==> config.mk <==
export PLATFORM = sky130hd
export DESIGN_NAME = uart_time_transmitter
export DESIGN_NICKNAME = d
export VERILOG_FILES = /design/src/rtl/uart_pkg.sv /design/src/rtl/uart_tx_byte.sv /design/src/rtl/uart_time_transmitter.sv
export SDC_FILE = /design/constraint.sdc
export NUM_CORES = 1
export LEC_CHECK = 0
export ABC_AREA = 1
export CORE_MARGIN = 1
export CORE_UTILIZATION = 35
export DETAILED_ROUTE_END_ITERATION = 8
export MAX_ROUTING_LAYER = met4
export PLACE_DENSITY = 0.59
export SLEW_MARGIN = 5
export SYNTH_ARGS = -nofsm -noshare
export SYNTH_HDL_FRONTEND = slang
export SYNTH_SLANG_ARGS = --single-unit
==> constraint.sdc <==
create_clock -name clk -period 1.85 [get_ports clk]
set_input_delay 0.37 -clock clk [delete_from_list [all_inputs] [get_ports clk]]
set_output_delay 0.37 -clock clk [all_outputs]
set_load 0.05 [all_outputs]
==> src/rtl/uart_pkg.sv <==
// rtl/uart_pkg.sv - shared defaults, ASCII constants and state encoding for the time transmitter
package uart_pkg;

  localparam int CLK_FREQ_DEFAULT = 50_000_000;
  localparam int BAUD_DEFAULT     = 9600;

  localparam logic [7:0] ASCII_ZERO     = 8'h30;
  localparam logic [7:0] ASCII_COLON    = 8'h3A;
  localparam logic [7:0] ASCII_CR       = 8'h0D;
  localparam logic [7:0] ASCII_LF       = 8'h0A;
  localparam logic [7:0] ASCII_QUESTION = 8'h3F;

  typedef enum logic [2:0] {
    IDLE,
    START_BIT,
    DATA_BITS,
    STOP_BIT,
    DONE
  } state_t;

  function automatic logic [7:0] digit_to_ascii(input logic [3:0] d);
    return (d > 4'd9) ? ASCII_QUESTION : (ASCII_ZERO + {4'd0, d});
  endfunction

endpackage

==> src/rtl/uart_tx_byte.sv <==
// rtl/uart_tx_byte.sv - 8N1 byte serializer with baud counter and load/ready handshake
module uart_tx_byte
  import uart_pkg::*;
#(
  parameter int BAUD_DIV = 16
) (
  input  logic       clk_i,
  input  logic       rst_i,
  input  logic       load_i,
  input  logic [7:0] data_i,
  output logic       ready_o,
  output logic       txd_o
);

  localparam int                CNT_W    = (BAUD_DIV > 1) ? $clog2(BAUD_DIV) : 1;
  localparam logic [CNT_W-1:0]  CNT_LAST = CNT_W'(BAUD_DIV - 1);

  state_t           state_q;
  logic [CNT_W-1:0] cnt_q;
  logic [2:0]       bit_q;
  logic [7:0]       shift_q;
  logic             txd_q;
  logic             bit_end;

  assign bit_end = (cnt_q == CNT_LAST);
  // Ready on the last stop-bit cycle lets the next byte start with no idle gap.
  assign ready_o = (state_q == IDLE) || ((state_q == STOP_BIT) && bit_end);
  assign txd_o   = txd_q;

  always_ff @(posedge clk_i or posedge rst_i) begin
    if (rst_i) begin
      state_q <= IDLE;
      cnt_q   <= '0;
      bit_q   <= '0;
      shift_q <= '0;
      txd_q   <= 1'b1;
    end else if (ready_o) begin
      cnt_q <= '0;
      bit_q <= '0;
      if (load_i) begin
        state_q <= START_BIT;
        shift_q <= data_i;
        txd_q   <= 1'b0;
      end else begin
        state_q <= IDLE;
        txd_q   <= 1'b1;
      end
    end else if (!bit_end) begin
      cnt_q <= cnt_q + CNT_W'(1);
    end else begin
      cnt_q <= '0;
      case (state_q)
        START_BIT: begin
          state_q <= DATA_BITS;
          txd_q   <= shift_q[0];
          shift_q <= {1'b0, shift_q[7:1]};
        end
        DATA_BITS: begin
          if (bit_q == 3'd7) begin
            state_q <= STOP_BIT;
            txd_q   <= 1'b1;
          end else begin
            bit_q   <= bit_q + 3'd1;
            txd_q   <= shift_q[0];
            shift_q <= {1'b0, shift_q[7:1]};
          end
        end
        default: begin
          state_q <= IDLE;
          txd_q   <= 1'b1;
        end
      endcase
    end
  end

endmodule

==> src/rtl/uart_time_transmitter.sv <==
// rtl/uart_time_transmitter.sv - sends "MM:SS\r\n" as seven back-to-back 8N1 characters per start
module uart_time_transmitter
  import uart_pkg::*;
#(
  parameter int CLK_FREQ = CLK_FREQ_DEFAULT,
  parameter int BAUD     = BAUD_DEFAULT,
  parameter int BAUD_DIV = CLK_FREQ / BAUD
) (
  input  logic       clk,
  input  logic       reset,
  input  logic       start,
  input  logic [2:0] min2,
  input  logic [3:0] min1,
  input  logic [2:0] sec2,
  input  logic [3:0] sec1,
  output logic       TxD,
  output logic       busy,
  output logic       done
);

  // START_BIT here spans the whole character stream; per-bit phases live in uart_tx_byte.
  state_t     state_q;
  logic [2:0] char_idx_q;
  logic [2:0] min2_q, sec2_q;
  logic [3:0] min1_q, sec1_q;
  logic       busy_q, done_q;

  logic       accept;
  logic       tx_ready, tx_load;
  logic [7:0] tx_data, char_d;

  assign accept = (state_q == IDLE) && start;

  always_comb begin
    char_d = ASCII_LF;
    case (char_idx_q)
      3'd1:    char_d = digit_to_ascii(min1_q);
      3'd2:    char_d = ASCII_COLON;
      3'd3:    char_d = digit_to_ascii({1'b0, sec2_q});
      3'd4:    char_d = digit_to_ascii(sec1_q);
      3'd5:    char_d = ASCII_CR;
      default: char_d = ASCII_LF;
    endcase
  end

  // The first character is taken straight from the inputs so its start bit follows acceptance.
  assign tx_load = accept || ((state_q == START_BIT) && tx_ready && (char_idx_q != 3'd7));
  assign tx_data = accept ? digit_to_ascii({1'b0, min2}) : char_d;

  uart_tx_byte #(
    .BAUD_DIV(BAUD_DIV)
  ) u_tx (
    .clk_i  (clk),
    .rst_i  (reset),
    .load_i (tx_load),
    .data_i (tx_data),
    .ready_o(tx_ready),
    .txd_o  (TxD)
  );

  always_ff @(posedge clk or posedge reset) begin
    if (reset) begin
      state_q    <= IDLE;
      char_idx_q <= '0;
      min2_q     <= '0;
      min1_q     <= '0;
      sec2_q     <= '0;
      sec1_q     <= '0;
      busy_q     <= 1'b0;
      done_q     <= 1'b0;
    end else begin
      case (state_q)
        IDLE: begin
          if (start) begin
            state_q    <= START_BIT;
            busy_q     <= 1'b1;
            char_idx_q <= 3'd1;
            min2_q     <= min2;
            min1_q     <= min1;
            sec2_q     <= sec2;
            sec1_q     <= sec1;
          end
        end
        START_BIT: begin
          if (tx_ready) begin
            if (char_idx_q == 3'd7) begin
              state_q <= DONE;
              busy_q  <= 1'b0;
              done_q  <= 1'b1;
            end else begin
              char_idx_q <= char_idx_q + 3'd1;
            end
          end
        end
        default: begin
          state_q    <= IDLE;
          char_idx_q <= '0;
          busy_q     <= 1'b0;
          done_q     <= 1'b0;
        end
      endcase
    end
  end

  assign busy = busy_q;
  assign done = done_q;

endmodule

==> flow_summary_export.csv <==
group,metric,value,unit
power_and_ir_drop,swShare,0.201,
worst_setup_path,criticalPathCategory,"reg2reg",
final_layout,syn2layout_area_growth,20.1,%
worst_setup_path,cp.required,2.08,ns
power_and_ir_drop,clock_power_share,0.463,
clocking,cts_sinks,42,
clocking,htree_levels,2,
yosys,synth.area.top_cells,"dfrtp_1 42%, nand2_1 15%, ha_1 7.7%",
yosys,synth_top_flop_cell,"dfrtp_1",
yosys,synth_area,2430,sq um
final_layout,drive_gt1_frac,0.135,
grt,grt_pass1_vias,1963,
drt,ant_nets,0,
timing,tightest_slew,0.317,ns
yosys,syn_nets,347,
clocking,cts_root_buffer,"clkbuf_8",
yosys,synth_cell_types,32,
worst_setup_path,endpoint_kind,"flop",
clocking,hold_buffers,0,
grt,met2_usage,0.256,
floorplanning,die_area,7280,sq um
timing,rsz0062_at_grt,"false",
grt,grt_pass1_wl,8710,um
floorplanning,die_h,85.3,um
power_and_ir_drop,power_switching,380,uW
floorplanning,core,6760,sq um
yosys,synth_edf_count,0,
timing,post-route-period-util,0.935,
drt,drt-wirelength-per-cell,11.8,um
drt,vias,1986,
yosys,syn_area_per_cell,7.72,sq um
timing,timing.slew.headroom,0.788,
yosys,ys_seq_area_frac,0.433,
clocking,insertion_delay,0.30,ns
timing,min_period,1.73,ns
yosys,synth-seq-cells,42,
power_and_ir_drop,p_total,1.89,mW
yosys,yosysTopAreaCell,"dfrtp_1",
timing,timing.setup.tns,0,ns
yosys,synthCells,315,
placed_design,io_buffers,19,
outcome,status,"finished, final reports clean",
floorplanning,initial_core_util,0.360,
worst_setup_path,startpoint,"char_idx_q[1]",
floorplanning,num_io_pins,20,
timing,fmaxAchievable,578,MHz
grt,grt_max_degree,43,
worst_setup_path,r2r-start,"char_idx_q[1]",
grt,grt_util_met3,0.0302,
drt,wl,5020,um
placed_design,dp_hpwl,3860,um
clocking,clk_path_buf_depth,2,
power_and_ir_drop,intPower,1.51,mW
clocking,cts.clk_slew.worst_paths,0.09,ns
drt,drc,0,
power_and_ir_drop,p_per_area,649,nW/um^2
clocking,cts_tree,"done",
timing,setup_viol,0,
power_and_ir_drop,ir_drop,381,uV
timing,hold_slack,0.427,ns
final_layout,final_cell_mix,"94 x nand2_1, 40 x dfrtp_1, 36 x inv_1",
worst_setup_path,cp_max_fo,8,
grt,grt.total_usage,0.154,
power_and_ir_drop,pwr-share-seq,0.496,
grt,met1_usage,0.191,
yosys,async_reset_ff_frac,1.00,
clocking,cts_buffers,5,
grt,antenna_found_initial,0,
worst_setup_path,crit_arrival,1.96,ns
yosys,synth_top_area_share,0.422,
drt,viasPerCell,4.65,
job,max_cap_viol_count,0,
grt,grt-busiest-layer,"met2",
drt,drt_pass1_iterations,4,
final_layout,fillerInstances,690,
placed_design,place.gp.congestion,0.826,
power_and_ir_drop,p_leak,1.49,nW
grt,grt_overflow,0,
yosys,synth_warnings,0,
hold_path,hold_class,"in2async",
timing,skew,0.00923,ns
timing,slew_violations,0,
worst_setup_path,startpoint_type,"flop",
floorplanning,rows,30,
power_and_ir_drop,p_comb_frac,0.041,
final_layout,n_antenna_cell,0,
timing,hold_viol,0,
final_layout,final_common_cell,"nand2_1",
drt,drtIter0Drc,66,
floorplanning,die_w,85.3,um
final_layout,nets,378,
[flip-flops by register name, summed over array words and instances (netlist names)]
| signal | flops |
|---|---|
| busy | 1 |
| sec1_q | 4 |
| sec2_q | 3 |
| u_tx.shift_q | 6 |
| char_idx_q | 3 |
| u_tx.state_q | 2 |
| min1_q | 4 |
| u_tx.cnt_q | 13 |
| u_tx.txd_o | 1 |
| u_tx.bit_q | 3 |
| state_q | 1 |
| done | 1 |
[final timing paths]
| check | endpoint | cells past startpoint | slack [ns] |
|---|---|---|---|
| max | u_tx.shift_q[3] | 10 | 0.12 |
| min | u_tx.cnt_q[1] | 3 | 0.43 |
| max reg2reg | u_tx.shift_q[3] | 10 | 0.12 |
| min reg2reg | u_tx.cnt_q[0] | 1 | 0.47 |
| max in group asynchronous | u_tx.txd_o | 3 | 1.16 |
| min in group clk | u_tx.cnt_q[0] | 1 | 0.47 |
[critical path: stages (launching register included)]
cell and delay (ns):
dfrtp_2 0.45, ha_1 0.22, ha_1 0.20, or2_4 0.27, nand2_1 0.08, inv_1 0.06, nand2_4 0.09, nand2_4 0.08
inv_2 0.09, nand2_1 0.06, o21ai_2 0.05
[layout make-up]
| cell class | instances | area [sq um] | share of cell area |
|---|---|---|---|
| multi-input cells | 230 | 1200 | 0.412 |
| clock inverters | 3 | 68.8 | 0.0236 |
| flip-flops and latches | 42 | 1050 | 0.361 |
| clock buffers | 5 | 68.8 | 0.0236 |
| repair buffers | 29 | 283 | 0.0968 |
| well taps | 80 | 100 | 0.0343 |
| inverters | 38 | 143 | 0.0488 |
[power groups by stage]
stage	Combinational, mW	Sequential, mW	Clock (mW)
after global routing	0.0898	0.941	0.938
after global placement	0.0801	0.957	0
after CTS	0.0815	0.939	0.905
after floorplan	0.0316	0.955	0
final	0.0780	0.939	0.877
after detailed placement	0.0813	0.957	0
[layer usage]
metal	wire length (um)	vias up
met1	2390	910
met5	0	-
li1	-	1050
met4	76	0
met3	122	7
met2	2430	19
[through the flow]
stage | setup WS, ns | area, sq um | util | instances
after global routing | 0.00165 | 2920 | 0.432 | 427
after detailed placement | 0.119 | 2760 | 0.408 | 417
after global placement | 0.182 | 2760 | 0.408 | 417
after floorplan | 0.156 | 2430 | - | 315
final | 0.119 | 2920 | 0.432 | 427
after CTS | 0.109 | 2900 | 0.429 | 425
[repair_timing]
action / in CTS / in global routing
hold endpoints to repair: 0 / 0
gates resized for setup: 0 / 3
endpoints found under the setup margin: 0 / 4
setup buffers: 0 / 2
[cells in the mapped netlist, types with 4 or more instances]
master,instances
nor3_1,4
ha_1,15
buf_2,4
inv_1,36
nor2_2,8
nand3_1,21
nand2_1,95
nor2_1,33
dfrtp_1,41
o21ai_0,13
o21ai_1,5
a21oi_1,13
[cells by family (layout without fill, tap and decap cells)]
logic type | count (synthesis) | count (layout) | share of synthesized area
AOI/OAI and AO/OA | 40 | 40 | 0.0921
xor gates and xnor gates | 3 | 3 | 0.0108
adders and majority gates | 15 | 15 | 0.0772
and+or+nand+nor | 172 | 172 | 0.312
DFF | 42 | 42 | 0.433
buffers and inverters | 43 | 75 | 0.0751
Note: power is estimated with default switching activity, not from simulation.
